<file path="config.mk">
export PLATFORM = sky130hd
export DESIGN_NAME = correlator_accum
export DESIGN_NICKNAME = d
export VERILOG_FILES = /design/src/rtl/correlator_accum.sv
export SDC_FILE = /design/constraint.sdc
export NUM_CORES = 1
export LEC_CHECK = 0
export CAP_MARGIN = 25
export CORE_ASPECT_RATIO = 0.8
export CORE_MARGIN = 4
export CORE_UTILIZATION = 25
export CTS_CLUSTER_SIZE = 8
export DETAILED_ROUTE_END_ITERATION = 7
export MAX_ROUTING_LAYER = met4
export SYNTH_ARGS = -nofsm -noshare
export SYNTH_HDL_FRONTEND = slang
export SYNTH_SLANG_ARGS = --single-unit
</file>
<file path="constraint.sdc">
create_clock -name clk -period 5.1 [get_ports clk]
set_clock_uncertainty 0.05 [all_clocks]
set_input_delay 0.51 -clock clk [delete_from_list [all_inputs] [get_ports clk]]
set_output_delay 0.51 -clock clk [all_outputs]
set_load 0.02 [all_outputs]
</file>
<file path="src/rtl/correlator_accum.sv">
// correlator_accum
//   Consumer end of the half-chip-spaced C/A replica interface. Wipes the
//   carrier and code off the IF sample stream for the early, prompt and late
//   taps on both I and Q. It integrates the six products over one C/A period
//   and latches the results at each dump. A ready/overrun handshake tells the
//   register bank when the latched set is fresh.
//
// Ports
//   clk, rstn                 system clock, async active-low reset
//   clear_enable              soft clear: zero integration state and flags
//   sample_enable             one-cycle pulse per IF sample
//   if_sign, if_mag           IF sample (sign 0 = +, mag 0 -> 1, 1 -> 3)
//   car_i_*, car_q_*          carrier replica (sign 0 = +, mag 0 -> 1, 1 -> 2)
//   early, prompt, late       code chips (0 -> +1, 1 -> -1)
//   dump_enable               C/A period boundary pulse
//   read_ack                  register bank has read the six outputs
//   i_/q_ early/prompt/late   latched signed correlations (two's complement)
//   accum_ready               a new correlation set is available
//   overrun                   sticky: a set was overwritten before being read

module correlator_accum #(
  parameter int ACC_WIDTH = 16
) (
  input  logic                 clk,
  input  logic                 rstn,
  input  logic                 clear_enable,
  input  logic                 sample_enable,
  input  logic                 if_sign,
  input  logic                 if_mag,
  input  logic                 car_i_sign,
  input  logic                 car_q_sign,
  input  logic                 car_i_mag,
  input  logic                 car_q_mag,
  input  logic                 early,
  input  logic                 prompt,
  input  logic                 late,
  input  logic                 dump_enable,
  input  logic                 read_ack,
  output logic [ACC_WIDTH-1:0] i_early,
  output logic [ACC_WIDTH-1:0] q_early,
  output logic [ACC_WIDTH-1:0] i_prompt,
  output logic [ACC_WIDTH-1:0] q_prompt,
  output logic [ACC_WIDTH-1:0] i_late,
  output logic [ACC_WIDTH-1:0] q_late,
  output logic                 accum_ready,
  output logic                 overrun
);

  localparam logic signed [ACC_WIDTH-1:0] ACC_MAX = {1'b0, {(ACC_WIDTH-1){1'b1}}};
  localparam logic signed [ACC_WIDTH-1:0] ACC_MIN = {1'b1, {(ACC_WIDTH-1){1'b0}}};

  // Sample magnitude {1,3} times carrier magnitude {1,2} gives {1,2,3,6}.
  function automatic logic [2:0] prod_mag(input logic s_mag, input logic c_mag);
    logic [2:0] m;
    case ({s_mag, c_mag})
      2'b00:   m = 3'd1;
      2'b01:   m = 3'd2;
      2'b10:   m = 3'd3;
      default: m = 3'd6;
    endcase
    return m;
  endfunction

  logic [2:0] i_mag;
  logic [2:0] q_mag;
  logic       i_neg;
  logic       q_neg;
  logic [2:0] taps;

  assign i_mag = prod_mag(if_mag, car_i_mag);
  assign q_mag = prod_mag(if_mag, car_q_mag);
  assign i_neg = if_sign ^ car_i_sign;
  assign q_neg = if_sign ^ car_q_sign;
  assign taps  = {late, prompt, early};

  // Channel order: 0 ie, 1 qe, 2 ip, 3 qp, 4 il, 5 ql
  for (genvar k = 0; k < 6; k++) begin : g_ch
    localparam int TAP = k / 2;
    localparam bit IS_Q = (k % 2) == 1;

    logic                        neg;
    logic [2:0]                  mag;
    logic signed [ACC_WIDTH:0]   contrib;
    logic signed [ACC_WIDTH:0]   sum;
    logic signed [ACC_WIDTH-1:0] sat_sum;
    logic signed [ACC_WIDTH-1:0] acc;
    logic signed [ACC_WIDTH-1:0] latched;

    assign mag = IS_Q ? q_mag : i_mag;
    // A code chip of 1 is -1, so it simply flips the product sign.
    assign neg = (IS_Q ? q_neg : i_neg) ^ taps[TAP];

    assign contrib = neg ? -$signed({{(ACC_WIDTH-2){1'b0}}, mag})
                         :  $signed({{(ACC_WIDTH-2){1'b0}}, mag});

    // One guard bit catches overflow; the two top bits disagree on overflow.
    assign sum = $signed({acc[ACC_WIDTH-1], acc}) + contrib;

    always_comb begin
      sat_sum = sum[ACC_WIDTH-1:0];
      if (sum[ACC_WIDTH] != sum[ACC_WIDTH-1]) begin
        sat_sum = sum[ACC_WIDTH] ? ACC_MIN : ACC_MAX;
      end
    end

    always_ff @(posedge clk or negedge rstn) begin
      if (!rstn) begin
        acc     <= '0;
        latched <= '0;
      end else if (clear_enable) begin
        acc <= '0;
      end else if (dump_enable) begin
        // A sample landing on the dump edge opens the new period.
        latched <= acc;
        acc     <= sample_enable ? contrib[ACC_WIDTH-1:0] : '0;
      end else if (sample_enable) begin
        acc <= sat_sum;
      end
    end
  end

  assign i_early  = g_ch[0].latched;
  assign q_early  = g_ch[1].latched;
  assign i_prompt = g_ch[2].latched;
  assign q_prompt = g_ch[3].latched;
  assign i_late   = g_ch[4].latched;
  assign q_late   = g_ch[5].latched;

  // A dump always wins over read_ack. Overrun is raised only when an unread
  // set gets overwritten. A read_ack on the same edge as the dump counts as
  // reading the old set in time, so no overrun is flagged.
  always_ff @(posedge clk or negedge rstn) begin
    if (!rstn) begin
      accum_ready <= 1'b0;
      overrun     <= 1'b0;
    end else if (clear_enable) begin
      accum_ready <= 1'b0;
      overrun     <= 1'b0;
    end else if (dump_enable) begin
      accum_ready <= 1'b1;
      if (accum_ready && !read_ack) begin
        overrun <= 1'b1;
      end else if (read_ack) begin
        overrun <= 1'b0;
      end
    end else if (read_ack) begin
      accum_ready <= 1'b0;
      overrun     <= 1'b0;
    end
  end

endmodule

</file>
==> summary.txt, run 1 <==
WHS -> 0.05967 ns
Yosys cell types -> 79
Slew @ Worst Pin -> 0.9263 ns
leakage -> 6.507 nW
initial antenna violation count -> 1
Clock Pin Slew Worst Setup and Hold Paths -> 0.07 ns
DRC viols -> 0
Cells after DPL -> 2201
grt ovf -> 0
share of cells above drive strength 1 -> 0.1001
# clock sinks -> 194
NumNets Final -> 1602
run status -> complete, no violations
fin crit share -> 0.8885
pwr/cell area -> 455.1 mW/mm2
RSZ-0062 raised after global routing -> false
Yosys reg bits -> 194
Synth async-reset ratio -> 1.000
Seq/Total Area, Yosys -> 0.3822
final core utilization -> 0.3058
CTS Root Buffer Type -> clkbuf_16
input/output buffers -> 112
Yosys top cell area share -> 0.3822
Crit. End Element -> register
worst ir drop on vdd -> 0.1971 mV
Worst R2R Path Depth -> 12
cts repair resizes -> 0
die area -> 0.05451 mm2
Starting Density -> 0.2543
worst skew pair latency -> 0.47 ns
synth-to-layout area growth -> 20.27%
fmax -> 220.7 MHz
clock tree buffer depth -> 2
hold_buf cts -> 0
HP Class -> in2async
area leader, netlist -> dfrtp_1
global placement routability congestion -> 0.9015
Main synth FF type -> dfrtp_1
largest net degree at the start of global routing -> 104
Worst setup SP type -> input pin
required time worst endpoint -> 5.45 ns
Slew Viols, Final -> 0
fillers -> 5263
vias per cell -> 5.167
Setup-failing EPs final -> 0
Placeable Area -> 0.04996 mm2
Final Hold Vio Count -> 0
CP Max Fanout -> 7
CTS tree -> built
vias -> 11540
area post-placement -> 0.01462 mm2
Synth warnings -> 0
max_slew headroom -> 0.3802
first-pass GRT wire length -> 62570 um
netlist area before placement -> 0.01270 mm2
Max-Cap Viols -> 0
Routed WL -> 39060 um
Final Cell Area -> 0.01528 mm2
Post-synth EDFFs -> 0
hpwl dp -> 27940 um
# H-tree levels -> 4
Sum Neg Setup Slack -> 0 ns
Cells after Synth -> 1470
Mean Syn Cell Area -> 8.642 um2
syn_nets -> 1527
DR WL/cell -> 17.48 um
Iter 0 DRT Violations -> 1056
Tmin final -> 4.531 ns
antenna-violating nets left -> 0
drt pass-1 iters -> 5
Area contributors post-synth -> dfrtp_1 (38%), o21ai_0 (5.2%), mux2_2 (5.1%)
Crit Path Class -> in2reg
Non-Filler Instances -> 2234
Die Y-Extent -> 209.6 um
Ports -> 113
crit path DAT -> 4.88 ns
gr usage total -> 0.1469
Site Rows -> 73
TritonCTS Buffers -> 17
vias in the first global route -> 11040
# Post-CTS Setup Buffers -> 0
die width -> 260.0 um
-- logic make-up after synthesis --
group,Yosys count,share of synthesized area
compound gates,468,0.2359
simple gates,461,0.1756
flops,194,0.3822
buf+inv,174,0.05348
xor+xnor,65,0.05033
mux,62,0.05447
fa+ha+maj,46,0.04806
-- through the flow --
| stage | total power [mW] | worst slack (ns) |
|---|---|---|
| after global routing | 7.455 | 0.1003 |
| after global placement | 5.362 | 0.2047 |
| after CTS | 6.995 | 0.6234 |
| after floorplan | 4.350 | 0.6244 |
| after detailed placement | 5.417 | 0.1355 |
| final | 6.954 | 0.5685 |
-- final timing paths --
| kind | start | endpoint | slack [ns] |
|---|---|---|---|
| max in group asynchronous | rstn | i_late[13]$_DFFE_PN0P_ | 3.87 |
| setup / recovery | if_sign | g_ch[2].acc[3]$_DFFE_PN0P_ | 0.57 |
| setup reg to reg | g_ch[2].acc[0]$_DFFE_PN0P_ | g_ch[2].acc[3]$_DFFE_PN0P_ | 1.27 |
| hold / removal | rstn | q_late[1]$_DFFE_PN0P_ | 0.06 |
| min in group clk | q_prompt[10]$_DFFE_PN0P_ | q_prompt[10]$_DFFE_PN0P_ | 0.44 |
| hold reg to reg | q_prompt[10]$_DFFE_PN0P_ | q_prompt[10]$_DFFE_PN0P_ | 0.44 |
-- where the power goes --
part | internal (mW) | total, mW | switching, mW
clock | 0.880 | 1.55 | 0.669
combinational | 1.34 | 3.13 | 1.80
sequential | 1.87 | 2.27 | 0.398
-- cells in the mapped netlist, drive strengths merged, types with 6 or more instances --
| library cell | instances |
|---|---|
| a31oi | 33 |
| o21a | 21 |
| o22ai | 15 |
| buf | 20 |
| dfrtp | 194 |
| a21o | 18 |
| and4 | 9 |
| a32oi | 6 |
| nor2 | 97 |
| o21ai | 145 |
| o211ai | 11 |
| a211oi | 9 |
| nor3 | 47 |
| or3 | 12 |
| o311ai | 6 |
| a22oi | 10 |
| ha | 36 |
| nand2 | 146 |
| nand3 | 44 |
| fa | 6 |
| nor2b | 9 |
| a21oi | 104 |
| and3 | 21 |
| and2 | 16 |
| mux2 | 57 |
| inv | 79 |
| o31ai | 10 |
| nor4 | 19 |
| or4 | 9 |
| xnor2 | 49 |
| clkbuf | 75 |
| or2 | 9 |
| nand4 | 13 |
| xor2 | 11 |
| o221ai | 15 |
-- flip-flops by register name, indices dropped and copies added (netlist names), 16 cells and up --
| name | count |
|---|---|
| i_early | 16 |
| q_early | 16 |
| q_late | 16 |
| i_late | 16 |
| q_prompt | 16 |
| g_ch.acc | 96 |
| i_prompt | 16 |
-- area by class of cell --
class / instances / area (um2) / share of cell area
diodes: 1 / 2.502 / 0.0001638
clock inverters: 14 / 226.5 / 0.01482
well taps: 675 / 844.6 / 0.05528
repair buffers: 151 / 1443 / 0.09442
inverters: 79 / 296.5 / 0.01941
clock buffers: 18 / 429.2 / 0.02809
multi-input cells: 1102 / 7182 / 0.4701
flip-flops and latches: 194 / 4855 / 0.3177
-- routing by layer --
metal | vias up | global-route usage | wire length, um
met5 | - | - | 0
met4 | 0 | 0.03144 | 510
met3 | 23 | 0.04355 | 3022
met2 | 383 | 0.2137 | 17100
met1 | 5614 | 0.2028 | 18430
li1 | 5522 | - | -
-- cell usage in the layout, fill, tap and decap left out, types with 11 or more instances in the layout --
cell type        Yosys  layout
a21o_1              18      18
mux2_2              57      57
nor4_1              19      19
clkdlybuf4s50_1      0     111
o21a_1              21      21
clkbuf_16            0      17
o22ai_1             15      15
or3_1               12      12
dfrtp_1            194     194
xor2_1              11      11
o21ai_0            132     132
buf_4                3      37
and3_1              21      21
nand3_1             44      44
ha_1                36      36
xnor2_1             49      49
nand4_1             13      13
a21oi_1            104     104
o221ai_1            15      15
nand2_1            144     143
nor3_1              46      45
a31oi_1             33      33
inv_1               77      77
o21ai_1             11      11
and2_1              16      16
nor2_1              97      97
o211ai_1            11      11
-- critical path, cell delays in order --
cell	delay, ns
clkdlybuf4s50_1	0.62
xnor3_1	0.49
inv_2	0.11
xnor2_1	0.07
nand2_1	0.10
inv_1	0.06
fa_1	0.40
nor2b_1	0.30
o41ai_1	0.14
a222oi_1	0.55
a211oi_1	0.10
or4_1	0.69
o21ai_2	0.34
buf_4	0.22
a22oi_1	0.09
o21ai_2	0.09
Note: power is estimated with default switching activity, not from simulation.
==> run 2, diff against run 1 <==
CORE_UTILIZATION = 45   (was 25)
SLEW_MARGIN = 5   (was not set)
==> run 2 against run 1 <==
Effect of this change: fmax rose by 1.5%; count of clock-buffer cells in the layout fell by 1; first-iteration DRC count fell by 27%; non-clock buffer count rose by 4; die area fell by 43%; combinational power barely moved; power fell by 3.4%; largest cell class unchanged.
==> summary.txt, run 2 (same netlist as run 1, synthesis figures left out) <==
worst path cell trace -> clkdlybuf4s50_1 > xnor3_1 > xnor2_1 > nor2_1 > inv_1 > ha_1 > nand3_1 > a2111oi_0 > o311ai_0 > a32oi_1 > o311ai_1 > nor2_1 > o21ai_0 > o211ai_1
Critical Path Max Stage Delay -> 0.76 ns
Critical Path End -> g_ch[5].acc[12]$_DFFE_PN0P_
routed wl met3 -> 1713 um
Clock Pin Slew Worst Setup and Hold Paths -> 0.08 ns
Crit Path Class -> in2reg
HP Class -> in2async
Worst R2R End -> g_ch[2].acc[7]$_DFFE_PN0P_
required time worst endpoint -> 5.41 ns
cts repair resizes -> 0
Seq pwr share -> 0.336
antenna-violating nets left -> 0
Site Rows -> 54
crit path buf inv count -> 2
Levels on crit path -> 14
P_int -> 3.906 mW
# H-tree levels -> 4
Comb pwr share -> 0.461
input/output buffers -> 112
cell repeated most along the worst path -> nor2_1
global placement routability congestion -> 0.9183
most flop-heavy register -> g_ch.acc
switching share of power -> 0.4187
grt ovf -> 0
met1 WL -> 16960 um
vias per cell -> 5.952
synth-to-layout area growth -> 16.85%
Worst setup SP type -> input pin
pwr/cell area -> 452.7 mW/mm2
DR top layer -> met4
clock tree buffer depth -> 2
TritonCTS Buffers -> 17
vias in the first global route -> 11070
routed wire length on met2 -> 16250 um
Iter 0 DRT Violations -> 774
initial antenna violation count -> 4
crit path DAT -> 4.77 ns
Max-Cap Viols -> 0
fillers -> 2594
CTS tree -> built
share of cells above drive strength 1 -> 0.1025
Top delay family on crit path -> compound AO/OA/AOI/OAI gates
Crit. End Element -> register
Net Switching -> 2.814 mW
NumNets Final -> 1606
die area -> 0.03100 mm2
Slew @ Worst Pin -> 0.9355 ns
fmax -> 224.0 MHz
worst ir drop on vdd -> 0.2499 mV
run status -> complete, no violations
hold_buf cts -> 0
commonest cells after routing, fill and taps aside -> dfrtp_1 (194), nand2_1 (143), o21ai_0 (132)
DR WL/cell -> 18.41 um
max_slew headroom -> 0.3740
Sum Neg Setup Slack -> 0 ns
CP Max Fanout -> 14
fin crit share -> 0.8754
worst r2r src -> g_ch[2].acc[0]$_DFFE_PN0P_
Final Cell Area -> 0.01484 mm2
Worst R2R Path Depth -> 12
CP startpoint -> car_q_sign
leakage -> 6.483 nW
gr usage total -> 0.2365
RSZ-0062 raised after global routing -> false
first-pass GRT wire length -> 58550 um
Final Hold Vio Count -> 0
Slew Viols, Final -> 0
Placeable Area -> 0.02757 mm2
max reg flops -> 96
Setup-failing EPs final -> 0
commonest non-fill, non-tap cell in the layout -> dfrtp_1
area post-placement -> 0.01426 mm2
die width -> 195.9 um
DRC viols -> 0
drt pass-1 iters -> 6
Tmin final -> 4.465 ns
CTS Root Buffer Type -> clkbuf_16
Critical-path top delay cell -> nor2_1
Starting Density -> 0.4608
worst skew pair latency -> 0.45 ns
largest net degree at the start of global routing -> 100
vias -> 11480
hpwl dp -> 25160 um
# clock sinks -> 194
Ports -> 113
# Post-CTS Setup Buffers -> 0
Die Y-Extent -> 158.3 um
flop2flop setup slack -> 1.41 ns
clock share of power -> 0.203
Routed WL -> 35520 um
==> run 2: cell types whose count changed in the layout (fill, tap and decap cells not counted), moves of 2 or more <==
cell,previous run,this run
buf_4,37,41
clkinvlp_4,1,3
diode_2,1,4
bufinv_16,5,1
inv_8,1,3
==> run 2: worst min-delay path by stage <==
stage          slack, ns                      from                       end  cells after the start
2_1_floorplan       0.16                      rstn   accum_ready$_DFFE_PN0P_                      0
3_3_place_gp        0.41  q_prompt[11]$_DFFE_PN0P_  q_prompt[11]$_DFFE_PN0P_                      2
6_report            0.07                      rstn   q_early[11]$_DFFE_PN0P_                      1
5_1_grt             0.12                      rstn   q_early[11]$_DFFE_PN0P_                      1
3_5_place_dp        0.42   q_prompt[7]$_DFFE_PN0P_   q_prompt[7]$_DFFE_PN0P_                      2
4_1_cts             0.14                      rstn   q_early[11]$_DFFE_PN0P_                      1
==> run 2: per-layer routing <==
| metal | vias to the layer above | global-route usage |
|---|---|---|
| li1 | 5526 | - |
| met1 | 5563 | 0.3249 |
| met2 | 354 | 0.3691 |
| met3 | 39 | 0.03364 |
| met4 | 0 | 0.07012 |
| met5 | - | - |
==> run 2: layout make-up <==
type,count,area (um2),share of cell area
multi-input combinational,1102,7182,0.4838
sequential,194,4855,0.3270
timing repair buffer,155,1473,0.09921
tap,364,455.4,0.03068
clock buffer,17,425.4,0.02866
inverter,79,296.5,0.01998
clock inverter,14,147.6,0.009946
antenna,4,10.01,0.0006743
==> run 2: metrics by stage <==
| stage | util | setup slack (ns) | hold slack, ns | power [mW] | instances |
|---|---|---|---|---|---|
| 6_report | 0.5385 | 0.6355 | 0.06734 | 6.720 | 1929 |
| 5_1_grt | 0.5385 | 0.2647 | 0.1244 | 7.208 | 1929 |
| 4_1_cts | 0.5381 | 0.6943 | 0.1358 | 6.754 | 1925 |
| 3_5_place_dp | 0.5173 | 0.2418 | 0.4193 | 5.358 | 1894 |
| 3_3_place_gp | 0.5173 | 0.2910 | 0.4101 | 5.318 | 1894 |
| 2_1_floorplan | - | 0.6244 | 0.1644 | 4.350 | 1470 |
==> run 2: power by group through the flow <==
stage | registers [mW] | logic, mW | clock network (mW)
floorplan | 2.33 | 2.02 | 0
global placement | 2.28 | 3.04 | 0
detailed placement | 2.29 | 3.07 | 0
CTS | 2.26 | 3.09 | 1.40
global route | 2.33 | 3.43 | 1.45
finish | 2.26 | 3.10 | 1.36
